### src/rtl/pq_pkg.sv
// Shared types for the array priority queue and its scheduler front end.
package pq_pkg;

  localparam int TIME_WIDTH  = 24;
  localparam int TAG_WIDTH   = 8;
  localparam int SCHED_N_REQ = 4;

  typedef struct packed {
    logic [TAG_WIDTH-1:0]  tag;
    logic [TIME_WIDTH-1:0] id;
    logic [TIME_WIDTH-1:0] data;
  } cell_t;

  typedef enum logic [1:0] {
    OP_NONE,
    OP_PUSH,
    OP_POP,
    OP_DROP
  } op_t;

  typedef enum logic {
    IDLE,
    SETTLE
  } sched_state_t;

endpackage

### src/rtl/pq_rr_arb.sv
// Round-robin arbiter: search starts at the stored pointer, which moves past
// the granted index whenever upd_i is asserted.
module pq_rr_arb #(
  parameter int N_REQ = 4,
  parameter int IDX_W = (N_REQ > 1) ? $clog2(N_REQ) : 1
) (
  input  logic             clk_i,
  input  logic             rst_i,
  input  logic [N_REQ-1:0] req_i,
  input  logic             en_i,
  input  logic             upd_i,
  output logic [N_REQ-1:0] gnt_o,
  output logic [IDX_W-1:0] idx_o,
  output logic             any_o
);

  logic [IDX_W-1:0] ptr_q, ptr_d;
  logic [IDX_W-1:0] cand;
  int               cand_int;

  always_comb begin
    gnt_o    = '0;
    idx_o    = '0;
    any_o    = 1'b0;
    cand     = '0;
    cand_int = 0;
    for (int i = 0; i < N_REQ; i++) begin
      cand_int = int'(ptr_q) + i;
      if (cand_int >= N_REQ) cand_int = cand_int - N_REQ;
      cand = IDX_W'(cand_int);
      if (en_i && !any_o && req_i[cand]) begin
        any_o       = 1'b1;
        gnt_o[cand] = 1'b1;
        idx_o       = cand;
      end
    end
  end

  always_comb begin
    ptr_d = ptr_q;
    if (upd_i) ptr_d = (int'(idx_o) == N_REQ - 1) ? '0 : idx_o + 1'b1;
  end

  always_ff @(posedge clk_i) begin
    if (rst_i) ptr_q <= '0;
    else       ptr_q <= ptr_d;
  end

endmodule

### src/rtl/pq_sched.sv
// Priority-queue scheduler: push arbitration, drops, due-time pops, expiry port.
// Optional late-expiry counter enabled by defining PQ_SCHED_LATE_CNT_EN.
module pq_sched
  import pq_pkg::*;
#(
  parameter int N_REQ          = SCHED_N_REQ,
  parameter int TIME_WIDTH     = pq_pkg::TIME_WIDTH,
  parameter int LATE_CNT_WIDTH = 16
) (
  input  logic                      clk_i,
  input  logic                      rst_i,
  input  logic                      tick_i,
  output logic [TIME_WIDTH-1:0]     now_o,
  input  logic [N_REQ-1:0]          req_valid_i,
  input  cell_t [N_REQ-1:0]         req_cell_i,
  output logic [N_REQ-1:0]          req_ready_o,
  input  logic                      drop_valid_i,
  input  logic [TIME_WIDTH-1:0]     drop_id_i,
  output logic                      drop_ready_o,
  output logic                      q_push_o,
  output logic                      q_pop_o,
  output logic                      q_drop_o,
  output cell_t                     q_cell_o,
  input  cell_t                     q_head_i,
  input  logic                      q_empty_i,
  input  logic                      q_full_i,
  output logic                      exp_valid_o,
  output cell_t                     exp_cell_o,
  input  logic                      exp_ready_i,
  output logic [LATE_CNT_WIDTH-1:0] late_cnt_o
);

  localparam int IDX_W = (N_REQ > 1) ? $clog2(N_REQ) : 1;

  sched_state_t          state_q, state_d;
  logic [TIME_WIDTH-1:0] now_q;
  logic [TIME_WIDTH-1:0] diff;
  logic                  due;
  logic                  pop_ok;
  logic                  push_en;
  op_t                   op;
  logic [N_REQ-1:0]      gnt;
  logic [IDX_W-1:0]      gnt_idx;
  logic                  gnt_any;
  logic                  exp_valid_q;
  cell_t                 exp_cell_q;

  // Wrap-safe due test: head is due when (now - ts) is non-negative mod 2^W.
  always_comb begin
    diff    = now_q - q_head_i.data;
    due     = ~diff[TIME_WIDTH-1];
    pop_ok  = (state_q == IDLE) && !q_empty_i && due && !exp_valid_q;
    push_en = (state_q == IDLE) && !pop_ok && !drop_valid_i && !q_full_i;
  end

  pq_rr_arb #(
    .N_REQ (N_REQ),
    .IDX_W (IDX_W)
  ) u_arb (
    .clk_i (clk_i),
    .rst_i (rst_i),
    .req_i (req_valid_i),
    .en_i  (push_en),
    .upd_i (q_push_o),
    .gnt_o (gnt),
    .idx_o (gnt_idx),
    .any_o (gnt_any)
  );

  always_comb begin
    state_d = state_q;
    op      = OP_NONE;
    unique case (state_q)
      IDLE: begin
        if (pop_ok)            op = OP_POP;
        else if (drop_valid_i) op = OP_DROP;
        else if (gnt_any)      op = OP_PUSH;
        if (op != OP_NONE) state_d = SETTLE;
      end
      SETTLE:  state_d = IDLE;
      default: state_d = IDLE;
    endcase
  end

  always_comb begin
    q_push_o     = (op == OP_PUSH);
    q_pop_o      = (op == OP_POP);
    q_drop_o     = (op == OP_DROP);
    drop_ready_o = q_drop_o;
    req_ready_o  = q_push_o ? gnt : '0;
    q_cell_o     = '0;
    if (q_push_o) begin
      q_cell_o = req_cell_i[gnt_idx];
    end else if (q_drop_o) begin
      q_cell_o.id = drop_id_i;
    end
  end

  always_ff @(posedge clk_i) begin
    if (rst_i) begin
      state_q     <= IDLE;
      now_q       <= '0;
      exp_valid_q <= 1'b0;
      exp_cell_q  <= '0;
    end else begin
      state_q <= state_d;
      if (tick_i) now_q <= now_q + 1'b1;
      if (q_pop_o) begin
        exp_valid_q <= 1'b1;
        exp_cell_q  <= q_head_i;
      end else if (exp_valid_q && exp_ready_i) begin
        exp_valid_q <= 1'b0;
      end
    end
  end

  assign now_o       = now_q;
  assign exp_valid_o = exp_valid_q;
  assign exp_cell_o  = exp_cell_q;

`ifdef PQ_SCHED_LATE_CNT_EN
  logic [LATE_CNT_WIDTH-1:0] late_q;

  function automatic logic [LATE_CNT_WIDTH-1:0] sat_inc(input logic [LATE_CNT_WIDTH-1:0] v);
    return (&v) ? v : v + 1'b1;
  endfunction

  // A pop is late when the head timestamp is strictly behind now.
  always_ff @(posedge clk_i) begin
    if (rst_i)                         late_q <= '0;
    else if (q_pop_o && diff != '0)    late_q <= sat_inc(late_q);
  end

  assign late_cnt_o = late_q;
`else
  logic unused_diff;
  assign unused_diff = ^diff[TIME_WIDTH-2:0];
  assign late_cnt_o  = '0;
`endif

endmodule

### config.mk
export PLATFORM = sky130hd
export DESIGN_NAME = pq_sched
export DESIGN_NICKNAME = d
export VERILOG_FILES = /design/src/rtl/pq_pkg.sv /design/src/rtl/pq_rr_arb.sv /design/src/rtl/pq_sched.sv
export SDC_FILE = /design/constraint.sdc
export NUM_CORES = 1
export LEC_CHECK = 0
export BUFFER_PORTS_ARGS = -buffer_cell sky130_fd_sc_hd__buf_4
export CAP_MARGIN = 20
export CORE_AREA = 2 2 184 186
export CTS_BUF_LIST = sky130_fd_sc_hd__clkbuf_8
export CTS_CLUSTER_SIZE = 24
export DETAILED_ROUTE_END_ITERATION = 7
export DIE_AREA = 0 0 186 188
export GPL_ROUTABILITY_DRIVEN = 0
export SYNTH_ARGS = -nofsm -noshare
export SYNTH_HDL_FRONTEND = slang
export SYNTH_HIERARCHICAL = 1
export SYNTH_SLANG_ARGS = --single-unit
### constraint.sdc
create_clock -name clk_i -period 14.5 [get_ports clk_i]
set_clock_uncertainty 0.15 [all_clocks]
set_input_delay 0.725 -clock clk_i [delete_from_list [all_inputs] [get_ports clk_i]]
set_output_delay 0.725 -clock clk_i [all_outputs]
set_load 0.1 [all_outputs]
==> results_dict.tcl <==
set metrics [dict create \
    maxSlewHeadroom_pct 29.6 \
    design_area_sq_mm 0.0111 \
    synthCells 741 \
    flow.area_growth_from_synthesis_pct 54.3 \
    ys_dominant_reg_cell "dfxtp_1" \
    ys_ff_latch 84 \
    critical_path.endpoint_type "output port" \
    numCtsBuffers 9 \
    hp-class "reg2reg" \
    hold_depth 2 \
    cell_area_after_placement_sq_mm 0.0109 \
    post_drt_wl_per_cell_um 19.7 \
    seq_area_frac_synth_pct 23.4 \
    final_layout_size_suffix_gt1_share_pct 49.0 \
    clock_latency_ns 0.37 \
    vdd_ir_drop_max_mv 0.0328 \
    cts_tree "built" \
    die-area_sq_mm 0.0350 \
    hold_start "exp_cell_o[17]" \
    drc 0 \
    cts-resized-gates 0 \
    io_buffers 459 \
    tritoncts_num_sinks 84 \
    fin_hold_ws_ns 0.326 \
    crit_slowest_cell "buf_4" \
    root_buffer "clkbuf_8" \
    route.vias.total 7428 \
    timing.final.crit_period_ns 6.36 \
    cts_hold_buffers 0 \
    yosysWarnings 6 \
    avgViaCountPerCell 4.61 \
    cap_violations 0 \
    globalRouteTotalUtil_pct 17.6 \
    effective_utilization_at_floorplan_pct 21.7 \
    register_to_register_setup_slack_ns 9.55 \
    core-area_sq_mm 0.0331 \
    fin_crit_sh_pct 43.9 \
    rsz0062_at_grt "false" \
    via_count_of_the_first_global_routing_pass 7504 \
    timing.hold.worst_endpoint "exp_cell_o[17]" \
    post_synth_cell_types 59 \
    syn-mean-instance-area_sq_um 9.68 \
    dp.final_hpwl_mm 25.7 \
    critical_path.cell_chain "buf_4, inv_1, ha_1, a21o_1, a221o_1, a222oi_1, nor3b_2, a21o_1, nand2_4, nor4_1, buf_4, o211a_1, o21ai_0, a21boi_1, nand2_4, buf_4, mux4_2, a22oi_1, nor3_1, buf_4" \
    cp-start-kind "input pin" \
    grtUsageMet1_pct 21.0 \
    grt-busiest-layer "met2" \
    grt_antenna_before_repair 12 \
    final_nets 1499 \
    timing.critical_path.slowest_cell_delay_ns 0.70 \
    worstSetupPathType "in2out" \
    max-clock-path-buffers 2 \
    timing.final.setup_violations 0 \
    antenna_violating_nets_post_route 0 \
    outcome "completed" \
    setup-tns-final_ns 0 \
    detail_route.wirelength_mm 31.7 \
    grt_use_met2_pct 29.1 \
    achievable-frequency_ghz 0.157 \
    cp_top_family "compound AO/OA/AOI/OAI gates" \
    grt_pass1_wl_mm 46.2 \
    dieHeight_um 188 \
    globalRouteOverflowTotal 0 \
    timing_max_transition_violations_final 0 \
    worst_ep_arrival_time_ns 5.49 \
    worst_path_most_repeated_cell "buf_4" \
    utilization_pct 33.4 \
    cts_htree_levels 3 \
    die-width_um 186 \
    firstDrtPassIters 5 \
    synth-edff-count 0 \
    rows 67 \
    design_power_total_uw 770 \
    initial_drc_count 365 \
    post_cts_setup_buffers 0 \
    max_slew.worst_pin.slew_ns 1.06 \
    mappedNetlistArea_sq_mm 0.00717 \
    worst-path-max-fanout 44 \
    synth-async-reset-ratio_pct 0 \
    timing.critical_path.required_ns 13.62 \
    worst_r2r_endpoint "u_arb/ptr_q[1]" \
    power.density_cell_area_mw_per_mm2 69.6 \
    reg2reg_depth 14 \
    clkSlewWorstSetupHoldPaths_ns 0.10 \
    grt_start_max_net_pins 131 \
    p_leak_uw 0.00481 \
    final-hold-violation-count 0 \
    worst_r2r_start "now_o[8]" \
    bufs_and_invs_on_worst_path 5 \
    most-common-layout-cells "465 x buf_4, 115 x nand2b_1, 83 x dfxtp_1" \
    grt.met3_usage_pct 5.71 \
    top_level_ports 476 \
    most_common_library_cell_in_the_layout_ignoring_fill_and_taps "buf_4" \
]
==> routing by layer <==
| layer | vias up | wire, um |
|---|---|---|
| li1 | 3501 | - |
| met1 | 3544 | 12500 |
| met2 | 335 | 15600 |
| met3 | 42 | 2680 |
| met4 | 6 | 845 |
| met5 | - | 41 |
==> state kept, by name, summed over array words and instances (netlist names), named ones only <==
name,cells
exp_valid_o,1
exp_cell_o,56
state_q,1
now_o,24
u_arb/ptr_q,1
==> power breakdown <==
group | leakage [uW] | switching [uW] | internal (uW)
Sequential | 0.000683 | 11.9 | 240
Clock | 0.000109 | 95.5 | 83.5
Combinational | 0.00402 | 215 | 125
==> tightest hold or removal path, stage by stage, from the launching register on <==
cell and delay, ns:
dfxtp_1 0.32, nand2b_1 0.06, mux2i_1 0.05
==> worst max path at each step <==
stage | start | slack [ns] | cells after the start | to
6_report | q_head_i[8] | 8.14 | 20 | q_cell_o[40]
4_1_cts | now_o[8] | 8.04 | 18 | q_cell_o[42]
5_1_grt | now_o[8] | 7.60 | 17 | q_cell_o[40]
3_5_place_dp | q_head_i[8] | 8.06 | 20 | q_cell_o[40]
2_1_floorplan | now_o[8] | 5.30 | 18 | q_cell_o[0]
3_3_place_gp | q_head_i[8] | 8.10 | 20 | q_cell_o[42]
==> cell type report <==
cell class | count | area (sq um)
Timing Repair Buffer | 466 | 3500
Antenna cell | 7 | 17.5
Multi-Input combinational cell | 558 | 4980
Clock inverter | 6 | 56.3
Inverter | 34 | 128
Fill cell | 3469 | 22000
Tap cell | 448 | 561
Sequential cell | 84 | 1690
Clock buffer | 10 | 138
==> cells in the mapped netlist, types with 7 or more instances <==
cell type / count / share of area (%)
buf_6: 9 / 1.4
mux2i_1: 63 / 8.8
dfxtp_1: 84 / 23
nand3_1: 13 / 0.91
a22oi_1: 24 / 2.5
inv_1: 33 / 1.7
nand2_1: 28 / 1.5
o21ai_0: 12 / 0.84
nand4_1: 9 / 0.78
buf_2: 7 / 0.49
ha_1: 31 / 5.4
clkbuf_1: 40 / 2.1
nor3_1: 33 / 2.3
a21oi_1: 14 / 0.98
nand2b_1: 116 / 10
xor2_1: 12 / 1.5
mux4_2: 57 / 18
nor4b_2: 12 / 2.5
buf_4: 22 / 2.3
nor2_1: 24 / 1.3
nor4b_1: 21 / 2.6
==> stage by stage <==
stage / std cells / worst slack [ns]
4_1_cts: 1606 / 8.04
3_3_place_gp: 1589 / 8.10
6_report: 1613 / 8.14
5_1_grt: 1613 / 7.60
2_1_floorplan: 756 / 5.30
3_5_place_dp: 1590 / 8.06
==> cell families (layout without fill, tap and decap cells) <==
logic type                 Yosys count  in the layout  share of synthesized area [%]
and+or+nand+nor                    293            293                           25.6
muxes                              123            123                           27.4
buffers and inverters              114            516                           8.18
other                                1             23                         0.0523
AOI/OAI and AO/OA                   77             77                           7.76
xor gates and xnor gates            18             18                           2.20
DFF                                 84             84                           23.4
adders and majority gates           31             31                           5.41
(Power assumes the default switching activity.)
